$ cat src/rtl/othello_cell_plotter.sv
// rtl/othello_cell_plotter.sv - board/cursor owner that paints one 8x8-board cell per command
// as a pixel stream for the VGA adapter.
module othello_cell_plotter #(
  parameter int          CELL_SIZE     = 8,
  parameter int          ORIGIN_X      = 16,
  parameter int          ORIGIN_Y      = 8,
  parameter logic [2:0]  BOARD_COLOUR  = 3'b010,
  parameter logic [2:0]  GRID_COLOUR   = 3'b001,
  parameter logic [2:0]  CURSOR_COLOUR = 3'b100
) (
  input  logic       clk,
  input  logic       restart,
  input  logic       draw_cell,
  input  logic       plot_empty,
  input  logic       place_disk,
  input  logic       turn_side,
  input  logic       move_up,
  input  logic       move_down,
  input  logic       move_left,
  input  logic       move_right,
  output logic [7:0] x,
  output logic [6:0] y,
  output logic [2:0] colour,
  output logic       plot,
  output logic       busy,
  output logic       done,
  output logic       reject,
  output logic [2:0] cur_col,
  output logic [2:0] cur_row
);

  typedef enum logic [1:0] {IDLE, PAINT, DONE} state_t;

  localparam logic [3:0] LAST = 4'(CELL_SIZE - 1);

  state_t      state, state_d;
  logic [1:0]  board [64];
  logic [2:0]  col_q, row_q;
  logic [2:0]  paint_col, paint_row, paint_col_d, paint_row_d;
  logic [3:0]  px, py, px_d, py_d;
  logic        mode_cur, mode_cur_d;
  logic        pending;
  logic        up_q, down_q, left_q, right_q;
  logic        up_e, down_e, left_e, right_e;
  logic        accept, place_req, place_ok, reject_d;
  logic [5:0]  cur_idx;
  logic [1:0]  cell_d;
  logic        edge_pix, plot_d;
  logic [7:0]  x_d;
  logic [6:0]  y_d;
  logic [2:0]  colour_d;

  function automatic logic [1:0] init_cell(input int idx);
    case (idx)
      27, 36:  return 2'b10;
      28, 35:  return 2'b01;
      default: return 2'b00;
    endcase
  endfunction

  assign cur_idx = {row_q, col_q};
  assign cur_col = col_q;
  assign cur_row = row_q;
  assign up_e    = move_up    & ~up_q;
  assign down_e  = move_down  & ~down_q;
  assign left_e  = move_left  & ~left_q;
  assign right_e = move_right & ~right_q;

  // Cursor follows key rising edges only, saturating at the board edge.
  always_ff @(posedge clk or posedge restart) begin
    if (restart) begin
      up_q <= 1'b0; down_q <= 1'b0; left_q <= 1'b0; right_q <= 1'b0;
      col_q <= 3'd0;
      row_q <= 3'd0;
    end else begin
      up_q    <= move_up;
      down_q  <= move_down;
      left_q  <= move_left;
      right_q <= move_right;
      if (down_e && !up_e && row_q != 3'd7)
        row_q <= row_q + 3'd1;
      else if (up_e && !down_e && row_q != 3'd0)
        row_q <= row_q - 3'd1;
      if (right_e && !left_e && col_q != 3'd7)
        col_q <= col_q + 3'd1;
      else if (left_e && !right_e && col_q != 3'd0)
        col_q <= col_q - 3'd1;
    end
  end

  always_ff @(posedge clk or posedge restart) begin
    if (restart) begin
      for (int i = 0; i < 64; i++) board[i] <= init_cell(i);
    end else if (place_ok) begin
      board[cur_idx] <= {turn_side, ~turn_side};
    end
  end

  always_ff @(posedge clk or posedge restart) begin
    if (restart) state <= IDLE;
    else         state <= state_d;
  end

  always_comb begin
    state_d    = state;
    accept     = 1'b0;
    place_ok   = 1'b0;
    reject_d   = 1'b0;
    mode_cur_d = mode_cur;
    place_req  = place_disk | pending;
    case (state)
      IDLE: begin
        if (place_req) begin
          if (board[cur_idx] == 2'b00) begin
            accept     = 1'b1;
            place_ok   = 1'b1;
            mode_cur_d = 1'b0;
          end else begin
            reject_d = 1'b1;
          end
        end else if (plot_empty) begin
          accept     = 1'b1;
          mode_cur_d = 1'b0;
        end else if (draw_cell) begin
          accept     = 1'b1;
          mode_cur_d = 1'b1;
        end
        if (accept) state_d = PAINT;
      end
      PAINT:   if (px == LAST && py == LAST) state_d = DONE;
      DONE:    state_d = IDLE;
      default: state_d = IDLE;
    endcase
  end

  // Output registers are loaded with the pixel the next state will show.
  always_comb begin
    px_d        = px;
    py_d        = py;
    paint_col_d = paint_col;
    paint_row_d = paint_row;
    if (accept) begin
      px_d        = 4'd0;
      py_d        = 4'd0;
      paint_col_d = col_q;
      paint_row_d = row_q;
    end else if (state == PAINT) begin
      if (px == LAST) begin
        px_d = 4'd0;
        py_d = py + 4'd1;
      end else begin
        px_d = px + 4'd1;
      end
    end
    cell_d   = place_ok ? {turn_side, ~turn_side} : board[{paint_row_d, paint_col_d}];
    edge_pix = (px_d == 4'd0) || (px_d == LAST) || (py_d == 4'd0) || (py_d == LAST);
    x_d = 8'(9'(ORIGIN_X) + 9'(paint_col_d) * 9'(CELL_SIZE) + 9'(px_d));
    y_d = 7'(9'(ORIGIN_Y) + 9'(paint_row_d) * 9'(CELL_SIZE) + 9'(py_d));
    if (edge_pix)
      colour_d = mode_cur_d ? CURSOR_COLOUR : GRID_COLOUR;
    else begin
      case (cell_d)
        2'b00:   colour_d = BOARD_COLOUR;
        2'b01:   colour_d = 3'b000;
        default: colour_d = 3'b111;
      endcase
    end
    plot_d = (state_d == PAINT);
  end

  always_ff @(posedge clk or posedge restart) begin
    if (restart) begin
      px        <= 4'd0;
      py        <= 4'd0;
      paint_col <= 3'd0;
      paint_row <= 3'd0;
      mode_cur  <= 1'b0;
      pending   <= 1'b0;
      x         <= 8'd0;
      y         <= 7'd0;
      colour    <= 3'd0;
      plot      <= 1'b0;
      busy      <= 1'b0;
      done      <= 1'b0;
      reject    <= 1'b0;
    end else begin
      px        <= px_d;
      py        <= py_d;
      paint_col <= paint_col_d;
      paint_row <= paint_row_d;
      mode_cur  <= mode_cur_d;
      if (state != IDLE && place_disk) pending <= 1'b1;
      else if (state == IDLE && place_req) pending <= 1'b0;
      x      <= plot_d ? x_d : 8'd0;
      y      <= plot_d ? y_d : 7'd0;
      colour <= plot_d ? colour_d : 3'd0;
      plot   <= plot_d;
      busy   <= plot_d;
      done   <= (state_d == DONE);
      reject <= reject_d;
    end
  end

endmodule
$ cat config.mk
export PLATFORM = sky130hd
export DESIGN_NAME = othello_cell_plotter
export DESIGN_NICKNAME = d
export VERILOG_FILES = /design/src/rtl/othello_cell_plotter.sv
export SDC_FILE = /design/constraint.sdc
export NUM_CORES = 1
export LEC_CHECK = 0
export ABC_CLOCK_PERIOD_IN_PS = 6400
export CAP_MARGIN = 20
export CORE_ASPECT_RATIO = 2
export CORE_MARGIN = 2
export CORE_UTILIZATION = 35
export DETAILED_ROUTE_END_ITERATION = 8
export PLACE_DENSITY = 0.59
export SLEW_MARGIN = 0
export SYNTH_ARGS = -nofsm -noshare
export SYNTH_HDL_FRONTEND = slang
export SYNTH_SLANG_ARGS = --single-unit
$ cat constraint.sdc
create_clock -name clk -period 6.4 [get_ports clk]
set_input_delay 1.28 -clock clk [delete_from_list [all_inputs] [get_ports clk]]
set_output_delay 1.28 -clock clk [all_outputs]
set_load 0.01 [all_outputs]
# [Yosys cells after proc, flatten, opt, wreduce, memory -nomap -nowiden]
# Cells that the tools add are included.
[word_totals] elab_cells=197 output_inout_bits=28 reg_bits=177 inputBits=10
[classes] muxes=49 eq_ne=10 addsub=10 magnitude_cmp=3 n_reduce_logical=30 n_bitwise=12
[ops] cell="bitwise mux 128 bit" count=1
[ops] cell="two-way mux 3 bit" count=9
[ops] cell="binary-select mux 2 bit (select 6 bit)" count=2
[ops] cell="two-way mux 4 bit" count=6
[ops] cell="two-way mux 1 bit" count=18
[ops] cell="== test 4 x 3 -> 1 bit, second input constant" count=4
[ops] cell="two-way mux 2 bit" count=8
[ops] cell="greater-or-equal comparator 7 bit, second input constant" count=2
[ops] cell="NOT 6 -> 7 bit" count=2
[ops] cell="demux 2 bit (select 6 bit)" count=1
[ops] cell="logical AND 1 bit" count=12
[ops] cell="adder 4 x 1 -> 4 bit, second input constant" count=2
[ops] cell="adder 7 x 4 -> 8 bit" count=1
[ops] cell="logical NOT 4 bit" count=2
[ops] cell="two-way mux 8 bit" count=1
[ops] cell="nonzero test 2 bit" count=4
[ops] cell="adder 4 x 6 -> 7 bit, first input constant" count=1
[ops] cell="adder 5 x 6 -> 7 bit, first input constant" count=1
[ops] cell="adder 7 x 4 -> 7 bit" count=1
[ops] cell="less-than comparator 7 x 1 -> 1 bit, second input constant" count=1
[ops] cell="two-way mux 7 bit" count=1
[ops] cell="adder 3 x 1 -> 3 bit, second input constant" count=2
[ops] cell="== test 2 x 1 -> 1 bit, second input constant" count=3
[ops] cell="logical NOT 2 bit" count=3
[ops] cell="11 further kinds" count=26

# [Logic depth before layout (Yosys ltp)]
# Gate-level depths: netlist of the first run.
[logic_depth] ltp_word=19 ltp_mapped=19 mapped_depth_nobuf=15

# [Worst setup path before layout of the first run]
# No wires, ideal clock.
[synth_timing] path_kind="register to register" from="register col_q[1], in the netlist cur_col[1]" to="register colour[0]" path_slack_ps=1986 n_path_buf=2 t_arrival_ps=4318 setup_ps=95 path_stages_with_launch=15 required_time_ps=6305 period_less_slack_ps=4414 path_cell_list="dfrtp_1 buf_6 mux2_4 a221o_1 a2111o_1 a32o_1 o31a_1 nor2_1 buf_4 mux2i_1 o221ai_1 a221oi_2 a21oi_1 or4_1 o31ai_1"
[synth_via] elab_chain_cells=19 word_cells_on_any_way=39 cone_classes="4 x eq/ne; 26 x mux; 2 x bitwise; 7 x reduce/logical"
[synth_rtl] element="start, declared" line="38" source="logic [2:0] col_q, row_q;"
[synth_rtl] element="start signal, assigned" line="85" source="col_q <= col_q + 3'd1;"
[synth_rtl] element="start signal, assigned" line="87" source="col_q <= col_q - 3'd1;"
[synth_rtl] element="NOT 6 -> 7 bit (implied by the code)" line="114" source="if (board[cur_idx] == 2'b00) begin"
[synth_rtl] element="binary-select mux 2 bit (select 6 bit)" line="114"
[synth_rtl] element="two-way mux 2 bit (implied by the code) (2 in series)" line="114"
[synth_rtl] element="logical NOT 2 bit" line="114"
[synth_rtl] element="two-way mux 1 bit" line="114"
[synth_rtl] element="two-way mux 1 bit" line="113" source="if (place_req) begin"
[synth_rtl] element="two-way mux 1 bit (2 in series)" line="111" source="case (state)"
[synth_rtl] element="two-way mux 3 bit" line="142" source="if (accept) begin"
[synth_rtl] element="NOT 6 -> 7 bit (implied by the code)" line="155" source="cell_d = place_ok ? {turn_side, ~turn_side} : board[{paint_row_d, paint_col_d}];"
[synth_rtl] element="binary-select mux 2 bit (select 6 bit)" line="155"
[synth_rtl] element="two-way mux 2 bit (implied by the code) (2 in series)" line="155"
[synth_rtl] element="two-way mux 2 bit" line="155"
[synth_rtl] element="== test 2 x 1 -> 1 bit / logical NOT 2 bit (equally long branches)" line="162" source="case (cell_d)"
[synth_rtl] element="case mux 3 bit (2 select lines)" line="162"
[synth_rtl] element="two-way mux 3 bit" line="159" source="if (edge_pix)"
[synth_rtl] element="two-way mux 3 bit (*)" line="196" source="colour <= plot_d ? colour_d : 3'd0;"
[synth_rtl] element="end signal, assigned" line="196"
[synth_rtl] element="end, declared" line="23" source="output logic [2:0] colour,"
# Mark *: on every way between the ends. The rest lies on a longest branch, timed or not. The select of a mux whose other input is x is not followed.
# A chain may end at the register's enable or synchronous reset.

# [Final worst setup path of the first run]
[layout_timing] from="register col_q[0], in the netlist cur_col[0]" to="register colour[0]"
# Same word-level chain as after synthesis.

==> flow_summary.json, run 1 <==
{
  "status": "complete, no violations",
  "totalWireLength_um": 31680,
  "rr_worst_depth": 15,
  "fp.dieH_um": 230.3,
  "async_flop_share_pct": 100.0,
  "yosysTopAreaCellShare_pct": 48.03,
  "max_freq_mhz": 172.8,
  "area_delta_synth_final_pct": 17.93,
  "grt_util_all_layers_pct": 24.56,
  "regArea_mm2": 0.004410,
  "synth_seq_cells": 176,
  "diodes": 0,
  "synth.avg_cell_area_um2": 10.57,
  "yosysSeqAreaShare_pct": 49.20,
  "yosysTopAreaCell": "dfrtp_1",
  "final_core_util_pct": 42.04,
  "worst_skew_pair.late_latency_ns": 0.45,
  "fin_crit_sh_pct": 90.42,
  "multi_input_area_mm2": 0.004247,
  "die_area_mm2": 0.02698,
  "drc": 0,
  "min_path_cells": 1,
  "antenna_found_initial": 0,
  "finClkSkew_ns": 0.008856,
  "yosysMostFrequentCell": "dfrtp_1",
  "grt_max_degree": 95,
  "ys_warn_count": 0,
  "setup_viol": 0,
  "synth_cells": 848,
  "r2r_slack_ns": 0.61,
  "root_buffer": "clkbuf_16",
  "overflow": 0,
  "reg2reg_to": "colour[0]",
  "gp_congestion": 0.9636,
  "wl_per_cell_um": 25.26,
  "cts_buffers": 17,
  "synth_flop_cell": "dfrtp_1",
  "worstPathRequired_ns": 6.74,
  "worstPathArrival_ns": 6.13,
  "synth_commonest_cells": "172 x dfrtp_1, 129 x a21o_1, 75 x mux2i_1, 67 x nor2_1, 44 x nand2_1",
  "hold_path_startpoint": "board[114]",
  "h-tree-depth": 4,
  "synth_nets": 867,
  "slew_headroom_pct": 31.03,
  "port_buffers": 36,
  "maxCapViolCount": 0,
  "cts_hold_buf": 0,
  "powerDensity_mw_per_mm2": 496.2,
  "path_max_fanout": 20,
  "dr.pass1.iters": 6,
  "r2r_start": "cur_col[0]",
  "dr_total_vias": 7340,
  "start_util_pct": 35.65,
  "drt-initial-drc-count": 615,
  "cts_num_sinks": 176,
  "synth_edf_count": 0,
  "cts.repair.resized": 0,
  "num_io_pins": 38,
  "hold_class": "register to register",
  "tightest_slew_ns": 1.027,
  "postCtsSetupBuffers": 0,
  "start_kind": "register",
  "die_width_um": 117.1,
  "period_minus_slack_ns": 5.787,
  "hold_path_end": "board[114]",
  "hpwl_um": 23310,
  "fillCellCount": 2429,
  "fp-row-count": 82,
  "core-area_mm2": 0.02514,
  "post_drt_via_cell_ratio": 5.853,
  "cts_tree": "built",
  "rsz0062_at_grt": "no",
  "report.final.slew_viol_count": 0,
  "synth.area.top_cells": "dfrtp_1 48%, a21o_1 11%, mux2i_1 8.4%, nor2_1 2.8%, o21ai_0 2.1%",
  "grt_pass1_vias": 7703,
  "synthDistinctLibCells": 73,
  "path_clk_slew_ns": 0.07,
  "syn-cell-area_mm2": 0.008961,
  "ctsLongestPathBuffers": 2,
  "p_leak_nw": 5.663,
  "worstSetupEndpointType": "register",
  "grt_pass1_wl_um": 47700,
  "fin_nets": 924,
  "critPathKind": "register to register",
  "drive_gt1_share_pct": 11.98,
  "finalHoldViolCount": 0,
  "ir_drop_uv": 220.2,
  "fin_tns_setup_ns": 0,
  "ant_nets": 0
}
-- stage by stage --
step	power (mW)	instance area (µm²)	cells	hold slack, ns	setup WS (ns)
after floorplan	3.085	8961	848	0.4359	0.3531
after global placement	4.027	9902	1221	0.4565	0.7383
after detailed placement	4.040	9902	1221	0.4655	0.8167
after CTS	5.227	10560	1253	0.4792	0.7729
after global routing	5.496	10570	1254	0.4894	0.5295
final	5.244	10570	1254	0.4802	0.6133
-- layout by cell type (no fill, tap or decap), types with 14 or more instances in the layout --
master           instances
nor3_1                  30
nor2_1                  67
o21ai_0                 37
a21o_1                 129
a21oi_1                 29
inv_1                   14
nand2_1                 44
clkbuf_16               17
nand3_1                 19
clkdlybuf4s50_1         36
dfrtp_1                171
buf_4                   42
mux2i_1                 75
-- registers in the layout, indices dropped and copies added, names as in the netlist --
| signal | flops |
|---|---|
| board | 128 |
| x | 7 |
| y | 7 |
| px | 4 |
| py | 4 |
| colour | 3 |
| cur_col | 3 |
| cur_row | 3 |
| paint_col | 3 |
| paint_row | 3 |
| state | 2 |
| busy | 1 |
| done | 1 |
| down_q | 1 |
| left_q | 1 |
| mode_cur | 1 |
| pending | 1 |
| reject | 1 |
| right_q | 1 |
| up_q | 1 |
-- logic make-up (layout without fill, tap and decap cells) --
family | count (synthesis) | count (layout) | share of synthesized area, %
DFF | 176 | 176 | 49.20
other | 1 | 1 | 0.04185
adders and majority gates | 9 | 9 | 1.424
xor gates and xnor gates | 7 | 7 | 0.6842
AOI/OAI and AO/OA | 279 | 279 | 22.47
muxes | 91 | 91 | 10.68
buffers and inverters | 62 | 132 | 3.407
and+or+nand+nor | 223 | 223 | 12.09
-- cell type report --
type	instances	area share, %
inverters	17	0.6512
clock inverters	10	1.740
multi-input cells	610	40.18
repair buffers	83	7.222
well taps	336	3.978
clock buffers	22	4.487
flip-flops and latches	176	41.74
-- worst max-delay path by stage --
stage / start / end
global route: cur_col[0] / colour[0]
finish: cur_col[0] / colour[0]
floorplan: restart / board[0]
CTS: cur_col[2] / colour[0]
detailed placement: cur_col[2] / colour[0]
global placement: cur_col[0] / colour[0]
-- critical path, stage by stage (launching register included) --
cell and delay (ns):
dfrtp_2 0.63, buf_4 0.34, inv_1 0.32, or3_1 0.46, o211ai_1 0.10, o2111ai_1 0.39
a32o_1 0.42, o31a_1 0.38, nor2_1 0.20, buf_4 0.31, mux2i_1 0.55, o221ai_1 0.36
a221oi_2 0.42, a41oi_1 0.18, or4_1 0.47, o31ai_1 0.11
-- where the power goes --
group | internal, mW | switching, mW
clock network | 0.723 | 0.451
logic | 0.955 | 1.41
registers | 1.38 | 0.324
-- layer usage --
layer	GRT usage [%]	share of wire (%)	vias to the layer above
li1	-	-	3228
met2	42.22	52	274
met4	20.70	9.4	0
met1	24.77	34	3707
met3	4.375	4.1	131
met5	0	0	-
Note: power is estimated with default switching activity, not from simulation.
==> run 2, diff against run 1 <==
--- a/config.mk
+++ b/config.mk
@@ -11,6 +11,7 @@
 export CORE_MARGIN = 2
 export CORE_UTILIZATION = 35
 export DETAILED_ROUTE_END_ITERATION = 8
+export MAX_ROUTING_LAYER = met4
 export PLACE_DENSITY = 0.59
 export SLEW_MARGIN = 0
 export SYNTH_ARGS = -nofsm -noshare
==> run 2 against run 1 <==
  * Count of clock-buffer cells in the layout is 4 lower
  * Die area did not move
  * Routed wire length down 1.4%
  * Clock skew rose by 0.0025 ns
  * Sequential power about the same
  * Worst hold slack worse by 0.0023 ns
  * Global-route usage about the same
  * Sequential cell count is the same
  * Via count increased by 0.76%
  * Utilization barely moved
  * Register-to-register slack improved by 0.23 ns
  * Clock power barely moved
  * Critical path type unchanged
  * Critical endpoint is now colour[2]
  * Largest cell class unchanged
  * Largest power group unchanged
  * Highest routed layer unchanged
==> flow_summary.json, run 2 (synthesized netlist as in run 1, its figures left out) <==
{
  "fp-row-count": 82,
  "cts_num_sinks": 176,
  "report.final.slew_viol_count": 0,
  "postCtsSetupBuffers": 0,
  "port_buffers": 36,
  "top_register": "board",
  "largest_register_ffs": 128,
  "period_minus_slack_ns": 5.558,
  "holdWs_ns": 0.4779,
  "fin_nets": 925,
  "final_cell_mix": "171 x dfrtp_1, 129 x a21o_1, 75 x mux2i_1",
  "gp_congestion": 0.9995,
  "pre_cts_slack_ns": 0.9465,
  "totalWireLength_um": 31250,
  "rsz0062_at_grt": "no",
  "powerDensity_mw_per_mm2": 495.2,
  "num_io_pins": 38,
  "r2r_slack_ns": 0.84,
  "area_delta_synth_final_pct": 18.05,
  "post_drt_via_cell_ratio": 5.893,
  "overflow": 0,
  "hold_class": "register to register",
  "critPathKind": "register to register",
  "die_area_mm2": 0.02698,
  "hpwl_um": 22950,
  "maxCapViolCount": 0,
  "setup_viol": 0,
  "ctsLongestPathBuffers": 2,
  "drc": 0,
  "grt_pass1_vias": 7565,
  "drive_gt1_share_pct": 12.30,
  "antenna_found_initial": 0,
  "worst_skew_pair.late_latency_ns": 0.46,
  "worstPathArrival_ns": 5.93,
  "diodes": 0,
  "grt_max_degree": 97,
  "reg.largest.list": "board (128), x (7), y (7)",
  "dr.pass1.iters": 5,
  "placed_cells": 1221,
  "worstSetupEndpointType": "register",
  "ir_drop_uv": 232.1,
  "finalPower_mw": 5.239,
  "core-area_mm2": 0.02514,
  "tightest_slew_ns": 1.123,
  "dr_total_vias": 7396,
  "drt-initial-drc-count": 649,
  "cts.repair.resized": 0,
  "stdcell_count": 1255,
  "worstPathRequired_ns": 6.77,
  "status": "complete, no violations",
  "finalHoldViolCount": 0,
  "grt_util_all_layers_pct": 24.56,
  "cts_hold_buf": 0,
  "p_leak_nw": 5.672,
  "root_buffer": "clkbuf_16",
  "fin_ws_ns": 0.8421,
  "fin_tns_setup_ns": 0,
  "final_common_cell": "dfrtp_1",
  "path_max_fanout": 27,
  "final_core_util_pct": 42.09,
  "fp.dieH_um": 230.3,
  "slew_headroom_pct": 24.56,
  "cts_buffers": 17,
  "start_util_pct": 35.65,
  "cts_tree": "built",
  "ant_nets": 0,
  "start_kind": "register",
  "fin_crit_sh_pct": 86.84,
  "die_width_um": 117.1,
  "finClkSkew_ns": 0.01135,
  "grt_pass1_wl_um": 46370,
  "fin_area_mm2": 0.01058,
  "max_freq_mhz": 179.9,
  "h-tree-depth": 4,
  "path_clk_slew_ns": 0.07,
  "wl_per_cell_um": 24.90,
  "place_area_mm2": 0.009902
}
run 2: report_power, final:
group	internal (mW)	switching, mW	total (mW)
Sequential	1.38	0.318	1.70
Clock	0.709	0.473	1.18
Combinational	0.951	1.40	2.35
Total	3.04	2.19	5.24
run 2: area by class of cell:
class                   instances  area [µm²]
fillers                      2368       14560
multi-input cells             610        4247
inverters                      17       68.82
clock buffers                  18       439.2
well taps                     336       420.4
repair buffers                 84       770.7
clock inverters                14       222.7
flip-flops and latches        176        4410
run 2: worst paths after layout:
check                                 from         to  cells past startpoint
min in group asynchronous          restart   board[1]                      2
max in group asynchronous          restart  board[40]                      3
worst min register to register   board[19]  board[19]                      1
worst min-delay path             board[19]  board[19]                      1
worst max-delay path            cur_col[1]  colour[2]                     15
worst max register to register  cur_col[1]  colour[2]                     15
run 2: per-layer routing:
layer,GRT usage (%),routed length [µm],vias to the layer above
li1,-,-,3250
met3,4.876,1498,126
met2,42.24,16470,291
met5,-,0,-
met4,17.39,2573,0
met1,23.84,10700,3729
run 2: critical path, cell delays in order (launching register included):
cell,delay [ns]
dfrtp_1,0.85
buf_4,0.34
mux2_4,0.31
a221o_1,0.29
a2111o_1,0.49
a32o_1,0.27
o31a_1,0.33
or3_1,0.58
nand2_8,0.33
buf_4,0.26
mux2i_1,0.12
o221a_1,0.30
a22oi_1,0.24
a32oi_1,0.10
or4_1,0.51
o21ai_0,0.10
==> run 3, diff against run 2 <==
==> constraint.sdc (replaced) <==
create_clock -name clk -period 6.4 [get_ports clk]
set_input_delay 0.96 -clock clk [delete_from_list [all_inputs] [get_ports clk]]
set_output_delay 0.96 -clock clk [all_outputs]
set_load 0.01 [all_outputs]
==> run 3 against run 2 <==
  * Power down 4.6%
  * Non-clock buffer count fell by 7
  * Global-route usage increased by 0.093 points
  * Die area unchanged
  * Combinational power barely moved
  * Sequential power is essentially flat
  * Routed wire length decreased by 0.90%
  * Largest cell class unchanged
  * Via count fell by 1.4%
  * Cell count is 0.64% lower
==> flow_summary.json, run 3 (synthesized netlist as in run 1, its figures left out) <==
{
  "drive_gt1_share_pct": 11.20,
  "hold_path_end": "board[98]",
  "die_width_um": 117.1,
  "fin_tns_setup_ns": 0,
  "totalWireLength_um": 30970,
  "start_util_pct": 35.65,
  "cts_num_sinks": 176,
  "gp_congestion": 0.9843,
  "r2r_start": "cur_col[2]",
  "wl_per_cell_um": 24.83,
  "ant_nets": 0,
  "h-tree-depth": 4,
  "period_minus_slack_ns": 5.345,
  "worst_skew_pair.late_latency_ns": 0.44,
  "fin_crit_sh_pct": 83.51,
  "ctsLongestPathBuffers": 2,
  "powerDensity_mw_per_mm2": 482.4,
  "hpwl_um": 23000,
  "fillCellCount": 2431,
  "status": "complete, no violations",
  "cts_tree": "built",
  "hold_path_startpoint": "board[98]",
  "worstSetupEndpointType": "register",
  "cp_slowest_cell": "dfrtp_1",
  "setup_viol": 0,
  "report.final.slew_viol_count": 0,
  "core-area_mm2": 0.02514,
  "finalPower_mw": 4.999,
  "fp-row-count": 82,
  "port_buffers": 36,
  "overflow": 0,
  "cts.repair.resized": 0,
  "crit_buf_inv": 1,
  "cp_top_family": "compound AO/OA/AOI/OAI gates",
  "start_kind": "register",
  "min_path_cells": 1,
  "post_drt_via_cell_ratio": 5.850,
  "finClkSkew_ns": 0.01017,
  "slew_headroom_pct": 27.08,
  "area_delta_synth_final_pct": 15.65,
  "antenna_found_initial": 0,
  "ir_drop_uv": 250.4,
  "grt_max_degree": 64,
  "final_common_cell": "dfrtp_1",
  "r2r_slack_ns": 1.06,
  "worstPathRequired_ns": 6.75,
  "fin_nets": 918,
  "reg.largest.list": "board (128), x (7), y (7)",
  "tightest_slew_ns": 1.086,
  "worstPathArrival_ns": 5.70,
  "path_cells": "inv_1 > a221o_1 > a2111o_1 > a32o_1 > o31a_1 > or3_1 > nand2_8 > mux2i_1 > o221a_2 > o21ai_0 > a32oi_1 > or4_1 > o31ai_1",
  "num_io_pins": 38,
  "rr_worst_depth": 13,
  "p_leak_nw": 5.564,
  "path_max_fanout": 55,
  "top_register": "board",
  "finalHoldViolCount": 0,
  "postCtsSetupBuffers": 0,
  "die_area_mm2": 0.02698,
  "grt_pass1_vias": 7570,
  "maxCapViolCount": 0,
  "critPathKind": "register to register",
  "reg2reg_to": "colour[0]",
  "drt-initial-drc-count": 577,
  "cts_hold_buf": 0,
  "diodes": 0,
  "fp.dieH_um": 230.3,
  "holdWs_ns": 0.4772,
  "root_buffer": "clkbuf_16",
  "path_clk_slew_ns": 0.06,
  "hold_class": "register to register",
  "grt_util_all_layers_pct": 24.65,
  "slowest_delay_ns": 0.69,
  "cts_buffers": 17,
  "largest_register_ffs": 128,
  "drc": 0,
  "final_cell_mix": "171 x dfrtp_1, 129 x a21o_1, 75 x mux2i_1",
  "grt_pass1_wl_um": 46780,
  "max_freq_mhz": 187.1,
  "dr.pass1.iters": 5,
  "rsz0062_at_grt": "no",
  "dr_total_vias": 7295
}
## run 3: cell type report
type	instances	area [µm²]	area share, %
timing repair buffer	77	680.7	6.568
multi-input combinational	610	4247	40.98
inverter	17	68.82	0.6640
clock buffer	23	478.0	4.612
tap	336	420.4	4.056
clock inverter	8	58.81	0.5674
sequential	176	4410	42.56
## run 3: per-layer routing
metal  global-route usage [%]  up-vias  wire length [µm]
li1                         -     3224                 -
met1                    23.85     3648             10540
met2                    42.06      297             16380
met3                    4.402      126              1276
met4                    19.01        0              2769
met5                        -        -                 0
## run 3: through the flow
stage               setup WS [ns]  area (µm²)  cells  utilization (%)
finish                      1.055       10360   1247            41.23
global route               0.8105       10360   1247            41.23
CTS                         1.094       10360   1247            41.23
detailed placement          1.137        9827   1216            39.09
global placement            1.166        9819   1215            39.06
floorplan                  0.6731        8961    848                -
## run 3: worst max path at each step
stage	cells past startpoint	slack (ns)	start	endpoint
4_1_cts	15	1.09	cur_col[2]	colour[0]
3_5_place_dp	15	1.14	cur_col[2]	colour[2]
6_report	13	1.06	cur_col[2]	colour[0]
3_3_place_gp	15	1.17	cur_col[2]	colour[2]
5_1_grt	15	0.81	cur_col[2]	colour[2]
2_1_floorplan	1	0.67	restart	board[0]
## run 3: report_power, final
part           total, mW  internal (mW)  switching, mW
Sequential          1.67           1.39          0.283
Combinational       2.36          0.917           1.44
Clock              0.970          0.525          0.444
Total               5.00           2.83           2.17
